`src/rtl/conv_encoder.sv`:
```
// Rate-1/2 feedforward convolutional encoder, constraint length K.
// Serial framed input with a valid/ready handshake, one 2-bit symbol out per
// input bit, a single registered output stage.
// Build option: define CONV_ENC_TAIL_EN to append K-1 zero tail bits after the
// din_last bit so the trellis terminates in state 0. Without it, a frame ends
// on the din_last symbol and the shift register is simply cleared.
//
// Handshake: a beat moves on any rising edge where valid && ready are both
// high. The producer holds data and qualifiers stable until that edge. On the
// output side, enc_pair/enc_last stay frozen while enc_valid=1 and enc_ready=0.
module conv_encoder #(
  parameter int             K  = 3,
  parameter logic [K-1:0]   G0 = 3'b111,
  parameter logic [K-1:0]   G1 = 3'b101
) (
  input  logic       clk,
  input  logic       rst,
  input  logic       din,
  input  logic       din_valid,
  input  logic       din_last,
  output logic       din_ready,
  output logic [1:0] enc_pair,
  output logic       enc_valid,
  output logic       enc_last,
  input  logic       enc_ready,
  output logic       busy,
  output logic [1:0] state_dbg
);

  typedef enum logic [1:0] {
    S_IDLE = 2'd0,
    S_DATA = 2'd1
`ifdef CONV_ENC_TAIL_EN
    ,
    S_TAIL = 2'd2
`endif
  } state_t;

  state_t         state;
  logic [K-2:0]   sr;      // sr[K-2] = most recent bit, sr[0] = oldest
  logic           adv;     // output stage may load this cycle
  logic [K-1:0]   v_in;    // encoder vector with the incoming data bit

`ifdef CONV_ENC_TAIL_EN
  localparam int CW = $clog2(K);
  logic [CW-1:0]  tail_cnt;
  logic [K-1:0]   v_tail;  // encoder vector with a zero tail bit
`endif

  // One code symbol: each output bit is the parity of the tapped vector bits.
  function automatic logic [1:0] encode(input logic [K-1:0] v);
    return {^(v & G0), ^(v & G1)};
  endfunction

  // Handshake and status decode.
  always_comb begin
    adv       = !enc_valid || enc_ready;
    din_ready = adv && (state == S_IDLE || state == S_DATA);
    busy      = (state != S_IDLE) || enc_valid;
    state_dbg = state;
    v_in      = {din, sr};
`ifdef CONV_ENC_TAIL_EN
    v_tail    = {1'b0, sr};
`endif
  end

  // Control FSM, shift register and output stage advance together on adv.
  always_ff @(posedge clk or posedge rst) begin
    if (rst) begin
      state     <= S_IDLE;
      sr        <= '0;
      enc_pair  <= 2'b00;
      enc_valid <= 1'b0;
      enc_last  <= 1'b0;
`ifdef CONV_ENC_TAIL_EN
      tail_cnt  <= '0;
`endif
    end else if (adv) begin
      case (state)
        S_IDLE, S_DATA: begin
          if (din_valid) begin
            enc_pair  <= encode(v_in);
            enc_valid <= 1'b1;
            if (din_last) begin
`ifdef CONV_ENC_TAIL_EN
              state    <= S_TAIL;
              tail_cnt <= CW'(K - 1);
              sr       <= v_in[K-1:1];
              enc_last <= 1'b0;
`else
              // Unterminated frame end: restart the next frame from state 0.
              state    <= S_IDLE;
              sr       <= '0;
              enc_last <= 1'b1;
`endif
            end else begin
              state    <= S_DATA;
              sr       <= v_in[K-1:1];
              enc_last <= 1'b0;
            end
          end else begin
            // Held symbol was taken (or none was present); nothing new to emit.
            enc_valid <= 1'b0;
            enc_last  <= 1'b0;
          end
        end
`ifdef CONV_ENC_TAIL_EN
        S_TAIL: begin
          enc_pair  <= encode(v_tail);
          enc_valid <= 1'b1;
          tail_cnt  <= tail_cnt - CW'(1);
          if (tail_cnt == CW'(1)) begin
            state    <= S_IDLE;
            sr       <= '0;
            enc_last <= 1'b1;
          end else begin
            sr       <= v_tail[K-1:1];
            enc_last <= 1'b0;
          end
        end
`endif
        default: begin
          state     <= S_IDLE;
          sr        <= '0;
          enc_valid <= 1'b0;
          enc_last  <= 1'b0;
        end
      endcase
    end
  end

endmodule
```
`config.mk`:
```
export PLATFORM = sky130hd
export DESIGN_NAME = conv_encoder
export DESIGN_NICKNAME = d
export VERILOG_FILES = /design/src/rtl/conv_encoder.sv
export SDC_FILE = /design/constraint.sdc
export NUM_CORES = 1
export LEC_CHECK = 0
export BUFFER_PORTS_ARGS = -buffer_cell sky130_fd_sc_hd__buf_2
export CAP_MARGIN = 20
export CORE_AREA = 5 5 42 44
export CTS_CLUSTER_SIZE = 10
export DETAILED_ROUTE_END_ITERATION = 6
export DIE_AREA = 0 0 47 49
export GPL_TIMING_DRIVEN = 0
export MAX_ROUTING_LAYER = met4
export PLACE_DENSITY_LB_ADDON = 0.12
export SETUP_SLACK_MARGIN = 0.15
export SYNTH_ARGS = -nofsm -noshare
export SYNTH_HDL_FRONTEND = slang
export SYNTH_SLANG_ARGS = --single-unit
```
`constraint.sdc`:
```
create_clock -name clk -period 1.1 [get_ports clk]
set_clock_uncertainty 0.15 [all_clocks]
set_input_delay 0.165 -clock clk [delete_from_list [all_inputs] [get_ports clk]]
set_output_delay 0.165 -clock clk [all_outputs]
set_load 0.05 [all_outputs]
```
==> results.sh, run 1 <==
export IMPL_status="complete, but fails checks"
export IMPL_violations="setup timing"
export IMPL_p_comb_share_pct=43.7
export IMPL_p_sw_uw=356.6
export IMPL_cts_buffers_inserted=3
export IMPL_placed_area_um2=426.7
export IMPL_routed_wl_um=710
export IMPL_wire_per_inst_um=10.60
export IMPL_cp_cell_sequence="or2_4 -> buf_8"
export IMPL_seq_area_um2=176.4
export IMPL_synthCells=27
export IMPL_viasPerCell=4.015
export IMPL_synthSimpleGateAreaFrac_pct=16.67
export IMPL_cts_tree="built"
export IMPL_core_area_mm2=0.001401
export IMPL_fp_dieH_um=49
export IMPL_path_delay_family="flip-flops"
export IMPL_max_freq_mhz=728.4
export IMPL_finalNetCount=58
export IMPL_drc=0
export IMPL_crit_path_end_kind="output port"
export IMPL_drive_gt1_share_pct=64.71
export IMPL_whs_ns=0.04707
export IMPL_vdd_drop_max_v=0.0005783
export IMPL_grt_pass1_wl_um=1117
export IMPL_grt_ovfl_total=0
export IMPL_synth_top_family_by_area="simple AND/OR/NAND/NOR gates"
export IMPL_clock_latency_ns=0.25
export IMPL_clockPowerShare_pct=22.7
export IMPL_syn_area_um2=330.3
export IMPL_ioPinCount=14
export IMPL_clockBufferDepth=2
export IMPL_setup_slack_ns=-0.2728
export IMPL_yosysUniqueCellTypes=14
export IMPL_fp_row_count=14
export IMPL_syn2layout_area_growth_pct=82.95
export IMPL_htree_levels=1
export IMPL_path_class="reg -> out"
export IMPL_worstPathArrival_ns=1.06
export IMPL_sw_frac_of_total_pct=35.52
export IMPL_maxCapViolCount=0
export IMPL_root_buffer="clkbuf_4"
export IMPL_fill_cells=146
export IMPL_first_global_vias=273
export IMPL_start_util_pct=23.57
export IMPL_path_buf_inv=1
export IMPL_crit_path_max_incr_delay_ns=0.42
export IMPL_cp_start_kind="flip-flop"
export IMPL_final_cell_area_um2=604.3
export IMPL_rsz0062_at_grt="yes"
export IMPL_ant_nets=0
export IMPL_synth_fp_nets=33
export IMPL_p_per_area_mw_per_mm2=1661
export IMPL_min_delay_path_class="in -> reg"
export IMPL_drv_slew=0
export IMPL_synth_compound_area_share_pct=1.515
export IMPL_cp_max_fo=3
export IMPL_n_antenna_cell=0
export IMPL_grt_max_degree=8
export IMPL_setup_viol=12
export IMPL_synth_xor_area_share_pct=5.303
export IMPL_avgSynthCellArea_um2=12.23
export IMPL_gp_congestion=0.6266
export IMPL_slowest_stage="dfrtp_2"
export IMPL_die_area_mm2=0.002303
export IMPL_vias=269
export IMPL_ys_ff_latch=7
export IMPL_detail_route_iter0_violations=5
export IMPL_period_needed_ns=1.373
export IMPL_critPathRequiredTime_ns=0.78
export IMPL_track_usage_pct=6.826
export IMPL_antenna_found_initial=0
export IMPL_seqPwrFrac_pct=33.6
export IMPL_clkSinkCount=7
export IMPL_synthAdderAreaFrac_pct=0
export IMPL_clk_pin_slew_ns=0.05
export IMPL_ys_warnings_count=0
export IMPL_p_leak_uw=0.0003092
export IMPL_dr_pass1_iters=2
export IMPL_ys_seq_area_share_pct=53.03
export IMPL_io_buffers=12
export IMPL_p_int_uw=647.3
export IMPL_final_hold_viol_count=0
export IMPL_multi_input_area_um2=178.9
export IMPL_muxShareOfSynthArea_pct=16.67
export IMPL_chipWidth_um=47
export IMPL_period_share_pct=124.8
## layer usage
metal	track usage (%)	wire length (um)	share of wire (%)
met5	-	0	0
met2	9.276	342	48
met4	4.147	8	1.1
met1	8.501	303	43
met3	2.214	55	7.7
## metrics by stage
stage / utilization [%] / std cells / setup TNS [ns] / power (uW) / setup slack (ns)
2_1_floorplan: - / 27 / -1.832 / 579.6 / -0.3349
3_3_place_gp: 30.45 / 55 / -0.4334 / 644.3 / -0.1304
3_5_place_dp: 30.45 / 55 / -0.5138 / 648.8 / -0.1438
4_1_cts: 40.80 / 67 / -1.149 / 995.6 / -0.2795
5_1_grt: 43.13 / 67 / -1.443 / 1048 / -0.2929
6_report: 43.13 / 67 / -1.131 / 1004 / -0.2728
## logic make-up after synthesis
kind of cell,count (synthesis)
AOI/OAI and AO/OA,1
xor gates and xnor gates,2
buffers and inverters,4
DFF,7
muxes,5
other,1
and+or+nand+nor,7
## tightest hold or removal path, delay by kind of cell
kind | cells | cell delay [ns]
compound gates | 1 | 0.04
simple gates | 1 | 0.07
buf+inv | 1 | 0.12
## sequential cells by signal (all words and copies together), names as in the netlist
| name | flops |
|---|---|
| enc_valid | 1 |
| enc_pair | 2 |
| state_dbg | 1 |
| sr | 2 |
| enc_last | 1 |
## placed cells by master (no fill, tap or decap)
cell type      count
buf_6              7
dfrtp_1            6
buf_4              5
buf_2              5
mux2_4             4
inv_1              3
clkbuf_4           3
nor2b_1            2
dlygate4sd3_1      2
buf_8              2
nand2b_4           1
nand2_8            1
xor2_2             1
xor2_1             1
mux2i_1            1
nand3_2            1
o21ai_2            1
nand2b_1           1
or2_4              1
conb_1             1
clkbuf_1           1
dfrtp_2            1
## power groups by stage
stage / Combinational [uW] / Clock (uW) / Sequential (uW)
2_1_floorplan: 127 / 0 / 453
3_3_place_gp: 314 / 0 / 330
3_5_place_dp: 316 / 0 / 333
4_1_cts: 427 / 234 / 335
5_1_grt: 457 / 249 / 341
6_report: 439 / 228 / 337
## final timing paths
| check | start | end | slack, ns | cells past startpoint |
|---|---|---|---|---|
| max in group asynchronous | rst | enc_valid | 0.33 | 3 |
| min in group asynchronous | rst | enc_pair[1] | 0.24 | 3 |
| setup / recovery | enc_valid | busy | -0.27 | 2 |
| setup reg to reg | sr[0] | enc_pair[1] | -0.14 | 3 |
| hold reg to reg | enc_last | enc_last | 0.39 | 2 |
| hold / removal | din_last | enc_last | 0.05 | 3 |
## area by class of cell
type / instances / area share, %
Buffer: 1 / 1.242
Clock buffer: 4 / 4.348
Inverter: 3 / 1.863
Multi-Input combinational cell: 16 / 29.61
Sequential cell: 7 / 29.19
Tap cell: 16 / 3.313
Timing Repair Buffer: 20 / 30.43
## timing repair
item                                    4_1_cts  5_1_grt
gates resized for setup                      18        6
endpoints found under the setup margin       12       14
buffers inserted                              6        1
hold buffers                                  2        0
pin swaps                                     3        1
hold endpoints to repair                      8        0
## synthesized netlist by cell type
cell	n	area share (%)
nand3_1	1	1.5
inv_1	3	3.4
or2_2	1	1.9
dfrtp_1	7	53
buf_4	1	2.3
conb_1	1	1.1
mux2_2	4	14
o21ai_0	1	1.5
nand2b_1	1	1.9
nor2b_1	2	3.8
mux2i_1	1	3.0
nand2_4	1	3.4
nand2b_4	1	4.2
xor2_1	2	5.3
Note: power is estimated with default switching activity, not from simulation.
==> run 2: changes to the inputs <==
Settings changed: GPL_TIMING_DRIVEN 0 to unset, RECOVER_POWER set to 50.
==> results.sh, run 2 (synthesized netlist as in run 1, its figures left out) <==
export IMPL_status="complete, but fails checks"
export IMPL_violations="setup timing"
export IMPL_cp_start_kind="flip-flop"
export IMPL_detail_route_iter0_violations=1
export IMPL_clkSinkCount=7
export IMPL_setup_slack_ns=-0.2653
export IMPL_fill_cells=148
export IMPL_dr_pass1_iters=4
export IMPL_cp_cell_sequence="or2_4 -> buf_8"
export IMPL_gp_congestion=0.6896
export IMPL_track_usage_pct=7.413
export IMPL_cp_max_fo=3
export IMPL_io_buffers=12
export IMPL_die_area_mm2=0.002303
export IMPL_cts_buffers_inserted=3
export IMPL_path_buf_inv=1
export IMPL_period_needed_ns=1.365
export IMPL_slowest_stage="dfrtp_2"
export IMPL_clockBufferDepth=2
export IMPL_chipWidth_um=47
export IMPL_final_hold_viol_count=0
export IMPL_fp_row_count=14
export IMPL_ioPinCount=14
export IMPL_multi_input_area_um2=153.9
export IMPL_min_delay_path_class="in -> reg"
export IMPL_mostFrequentLayoutCells="dfrtp_1 (6), buf_6 (6), buf_4 (6), buf_2 (5)"
export IMPL_maxCapViolCount=0
export IMPL_first_global_vias=301
export IMPL_drv_slew=0
export IMPL_path_class="reg -> out"
export IMPL_root_buffer="clkbuf_4"
export IMPL_grt_ovfl_total=0
export IMPL_syn2layout_area_growth_pct=83.33
export IMPL_instances_no_fill=69
export IMPL_crit_path_max_incr_delay_ns=0.41
export IMPL_ant_nets=0
export IMPL_start_util_pct=23.57
export IMPL_antenna_found_initial=0
export IMPL_vias=280
export IMPL_worstPathArrival_ns=1.05
export IMPL_routed_wl_um=758
export IMPL_drc=0
export IMPL_viasPerCell=4.058
export IMPL_clock_latency_ns=0.26
export IMPL_cts_tree="built"
export IMPL_top_regs="enc_pair (2), sr (2)"
export IMPL_fp_dieH_um=49
export IMPL_p_leak_uw=0.0003195
export IMPL_critPathRequiredTime_ns=0.78
export IMPL_wire_per_inst_um=10.99
export IMPL_rsz0062_at_grt="yes"
export IMPL_period_share_pct=124.1
export IMPL_p_per_area_mw_per_mm2=1715
export IMPL_max_freq_mhz=732.5
export IMPL_setup_viol=14
export IMPL_vdd_drop_max_v=0.0005782
export IMPL_core_area_mm2=0.001401
export IMPL_r2r_slack_ns=-0.20
export IMPL_path_delay_family="flip-flops"
export IMPL_crit_path_end_kind="output port"
export IMPL_clk_pin_slew_ns=0.05
export IMPL_drive_gt1_share_pct=60.38
export IMPL_n_antenna_cell=0
export IMPL_power_total_uw=1038
export IMPL_grt_max_degree=8
export IMPL_seq_area_um2=176.4
export IMPL_grt_pass1_wl_um=1166
export IMPL_finalNetCount=60
export IMPL_post_route_util_pct=43.21
export IMPL_htree_levels=1
export IMPL_placed_cells=57
-- run 2: cell types whose count changed in the layout (fill, tap and decap cells not counted), sizes merged --
| cell | before | now |
|---|---|---|
| buf | 19 | 21 |
-- run 2: worst paths after layout --
path | startpoint | to | cells past startpoint
worst max-delay path | enc_valid | busy | 2
worst min-delay path | din_valid | enc_valid | 2
max in group asynchronous | rst | enc_valid | 3
worst max register to register | enc_valid | sr[0] | 4
worst min register to register | enc_last | enc_last | 2
min in group asynchronous | rst | sr[1] | 3
-- run 2: layer usage --
layer / share of wire, % / track usage [%] / wire (um) / up-vias
met5: 0 / - / 0 / -
met4: 3.3 / 5.530 / 25 / 0
met3: 6.7 / 2.214 / 51 / 3
met2: 47 / 10.86 / 359 / 11
met1: 42 / 8.072 / 322 / 131
li1: - / - / - / 135
-- run 2: area by class of cell --
type | instances | share of cell area (%)
Inverter | 3 | 1.860
Tap cell | 16 | 3.306
Timing Repair Buffer | 23 | 35.95
Sequential cell | 7 | 29.13
Multi-Input combinational cell | 16 | 25.41
Clock buffer | 4 | 4.339
-- run 2: report_power, final --
part / leakage (uW) / switching, uW / internal, uW
combinational: 0.000220 / 235 / 226
clock: 0.0000150 / 106 / 139
sequential: 0.0000842 / 30.6 / 302
-- run 2: timing repair --
action,CTS,global route
hold buffers,2,0
resized for setup,22,1
hold endpoints to repair,8,0
pin swaps,2,0
endpoints found under the setup margin,13,14
buffers inserted,5,1
cloned,0,0
-- run 2: metrics by stage --
stage | area, um2 | worst slack, ns | setup TNS, ns | hold WS [ns]
final | 605.6 | -0.2653 | -1.912 | 0.02050
after global routing | 605.6 | -0.2873 | -2.296 | 0.01936
after detailed placement | 441.7 | -0.1492 | -0.4285 | -0.03427
after global placement | 441.7 | -0.1296 | -0.3691 | -0.04333
after floorplan | 346.6 | -0.3349 | -1.832 | -0.1817
after CTS | 594.3 | -0.2692 | -1.917 | 0.01913
==> run 3: changes to the inputs <==
Settings changed: PLACE_DENSITY_LB_ADDON 0.12 to 0.1.
==> results.sh, run 3 (synthesized netlist as in run 1, its figures left out) <==
export IMPL_mostFrequentLayoutCells="buf_6 (8), dfrtp_1 (6), buf_2 (5)"
export IMPL_fp_dieH_um=49
export IMPL_grt_pass1_wl_um=1152
export IMPL_cp_cell_sequence="or2_4 -> buf_8"
export IMPL_final_hold_viol_count=0
export IMPL_htree_levels=1
export IMPL_root_buffer="clkbuf_4"
export IMPL_critPathRequiredTime_ns=0.78
export IMPL_setup_slack_ns=-0.2361
export IMPL_crit_path_max_incr_delay_ns=0.40
export IMPL_p_sw_uw=359.7
export IMPL_rsz0062_at_grt="yes"
export IMPL_clockBufferDepth=2
export IMPL_vias=269
export IMPL_period_needed_ns=1.336
export IMPL_track_usage_pct=7.262
export IMPL_seqPwrFrac_pct=32.1
export IMPL_wire_per_inst_um=10.35
export IMPL_clk_pin_slew_ns=0.05
export IMPL_instances_no_fill=69
export IMPL_cp_max_fo=2
export IMPL_power_total_uw=1032
export IMPL_drive_gt1_share_pct=64.15
export IMPL_die_area_mm2=0.002303
export IMPL_setup_viol=12
export IMPL_status="complete, but fails checks"
export IMPL_detail_route_iter0_violations=4
export IMPL_violations="setup timing"
export IMPL_min_delay_path_class="in -> reg"
export IMPL_gp_congestion=0.6390
export IMPL_p_comb_share_pct=45.8
export IMPL_placed_cells=57
export IMPL_clockPowerShare_pct=22.2
export IMPL_path_class="reg -> out"
export IMPL_n_antenna_cell=0
export IMPL_grt_ovfl_total=0
export IMPL_cts_buffers_inserted=3
export IMPL_viasPerCell=3.899
export IMPL_grt_max_degree=8
export IMPL_finalNetCount=60
export IMPL_cp_start_kind="flip-flop"
export IMPL_top_regs="enc_pair (2), sr (2)"
export IMPL_dp_slack_ns=-0.1465
export IMPL_chipWidth_um=47
export IMPL_antenna_found_initial=0
export IMPL_drv_slew=0
export IMPL_final_common_cell="buf_6"
export IMPL_p_int_uw=672.6
export IMPL_routed_wl_um=714
export IMPL_p_per_area_mw_per_mm2=1660
export IMPL_worstPathArrival_ns=1.02
export IMPL_dr_pass1_iters=4
export IMPL_p_leak_uw=0.0003261
export IMPL_start_util_pct=23.57
export IMPL_drc=0
export IMPL_syn2layout_area_growth_pct=88.26
export IMPL_clock_latency_ns=0.24
export IMPL_ioPinCount=14
export IMPL_slowest_stage="dfrtp_2"
export IMPL_cts_tree="built"
export IMPL_core_area_mm2=0.001401
export IMPL_maxCapViolCount=0
export IMPL_vdd_drop_max_v=0.0005701
export IMPL_max_freq_mhz=748.4
export IMPL_clkSinkCount=7
export IMPL_fp_row_count=14
export IMPL_first_global_vias=278
export IMPL_sw_frac_of_total_pct=34.85
export IMPL_io_buffers=12
export IMPL_place_hpwl_um=532.8
export IMPL_period_share_pct=121.5
export IMPL_crit_path_end_kind="output port"
export IMPL_ant_nets=0
run 3: changes by cell type in the layout (fill, tap and decap cells not counted):
cell / previous run / this run
o21ai_2: 0 / 1
buf_6: 6 / 8
nand3_2: 0 / 1
o21ai_1: 1 / 0
buf_4: 6 / 4
nand3_1: 1 / 0
run 3: final timing paths:
check,start,endpoint,slack (ns),cells after the start
setup / recovery,enc_valid,busy,-0.24,2
hold / removal,din_last,enc_last,0.04,3
setup reg to reg,enc_valid,sr[1],-0.18,4
hold reg to reg,sr[0],sr[0],0.40,1
max in group asynchronous,rst,enc_valid,0.31,3
min in group asynchronous,rst,sr[0],0.25,3
run 3: timing repair:
action	CTS	global route
pin swaps	1	0
hold buffers	2	0
endpoints found under the setup margin	13	14
resized for setup	20	7
endpoints found under the hold margin	8	0
buffers inserted	5	2
run 3: area by class of cell:
type	count	area (um2)
well taps	16	20.02
fillers	140	779.5
multi-input cells	16	162.7
clock buffers	4	26.28
repair buffers	23	225.2
inverters	3	11.26
flip-flops and latches	7	176.4
run 3: power by group through the flow:
stage	clock, uW	combinational, uW	sequential [uW]
finish	229	472	331
floorplan	0	127	453
detailed placement	0	330	333
CTS	235	457	330
global placement	0	328	328
global route	258	495	337
run 3: worst max-delay path: cells and delay by family (launching register included):
kind	cells	cell delay, ns
flip-flops	1	0.40
AND/OR/NAND/NOR	1	0.23
buffers and inverters	1	0.15
run 3: metal layers:
| metal | up-vias | wire length [um] | GRT usage [%] |
|---|---|---|---|
| met5 | - | 0 | - |
| met4 | 0 | 0 | 4.147 |
| met3 | 0 | 49 | 3.321 |
| met2 | 7 | 356 | 10.41 |
| met1 | 127 | 309 | 8.054 |
| li1 | 135 | - | - |
run 3: metrics by stage:
| step | setup TNS (ns) | area (um2) | hold slack (ns) | utilization (%) |
|---|---|---|---|---|
| 2_1_floorplan | -1.832 | 346.6 | -0.1817 | - |
| 3_3_place_gp | -0.3953 | 441.7 | -0.04524 | 31.52 |
| 3_5_place_dp | -0.4365 | 441.7 | -0.03213 | 31.52 |
| 4_1_cts | -1.843 | 586.8 | 0.02015 | 41.88 |
| 5_1_grt | -2.212 | 621.8 | 0.03279 | 44.38 |
| 6_report | -1.692 | 621.8 | 0.03581 | 44.38 |
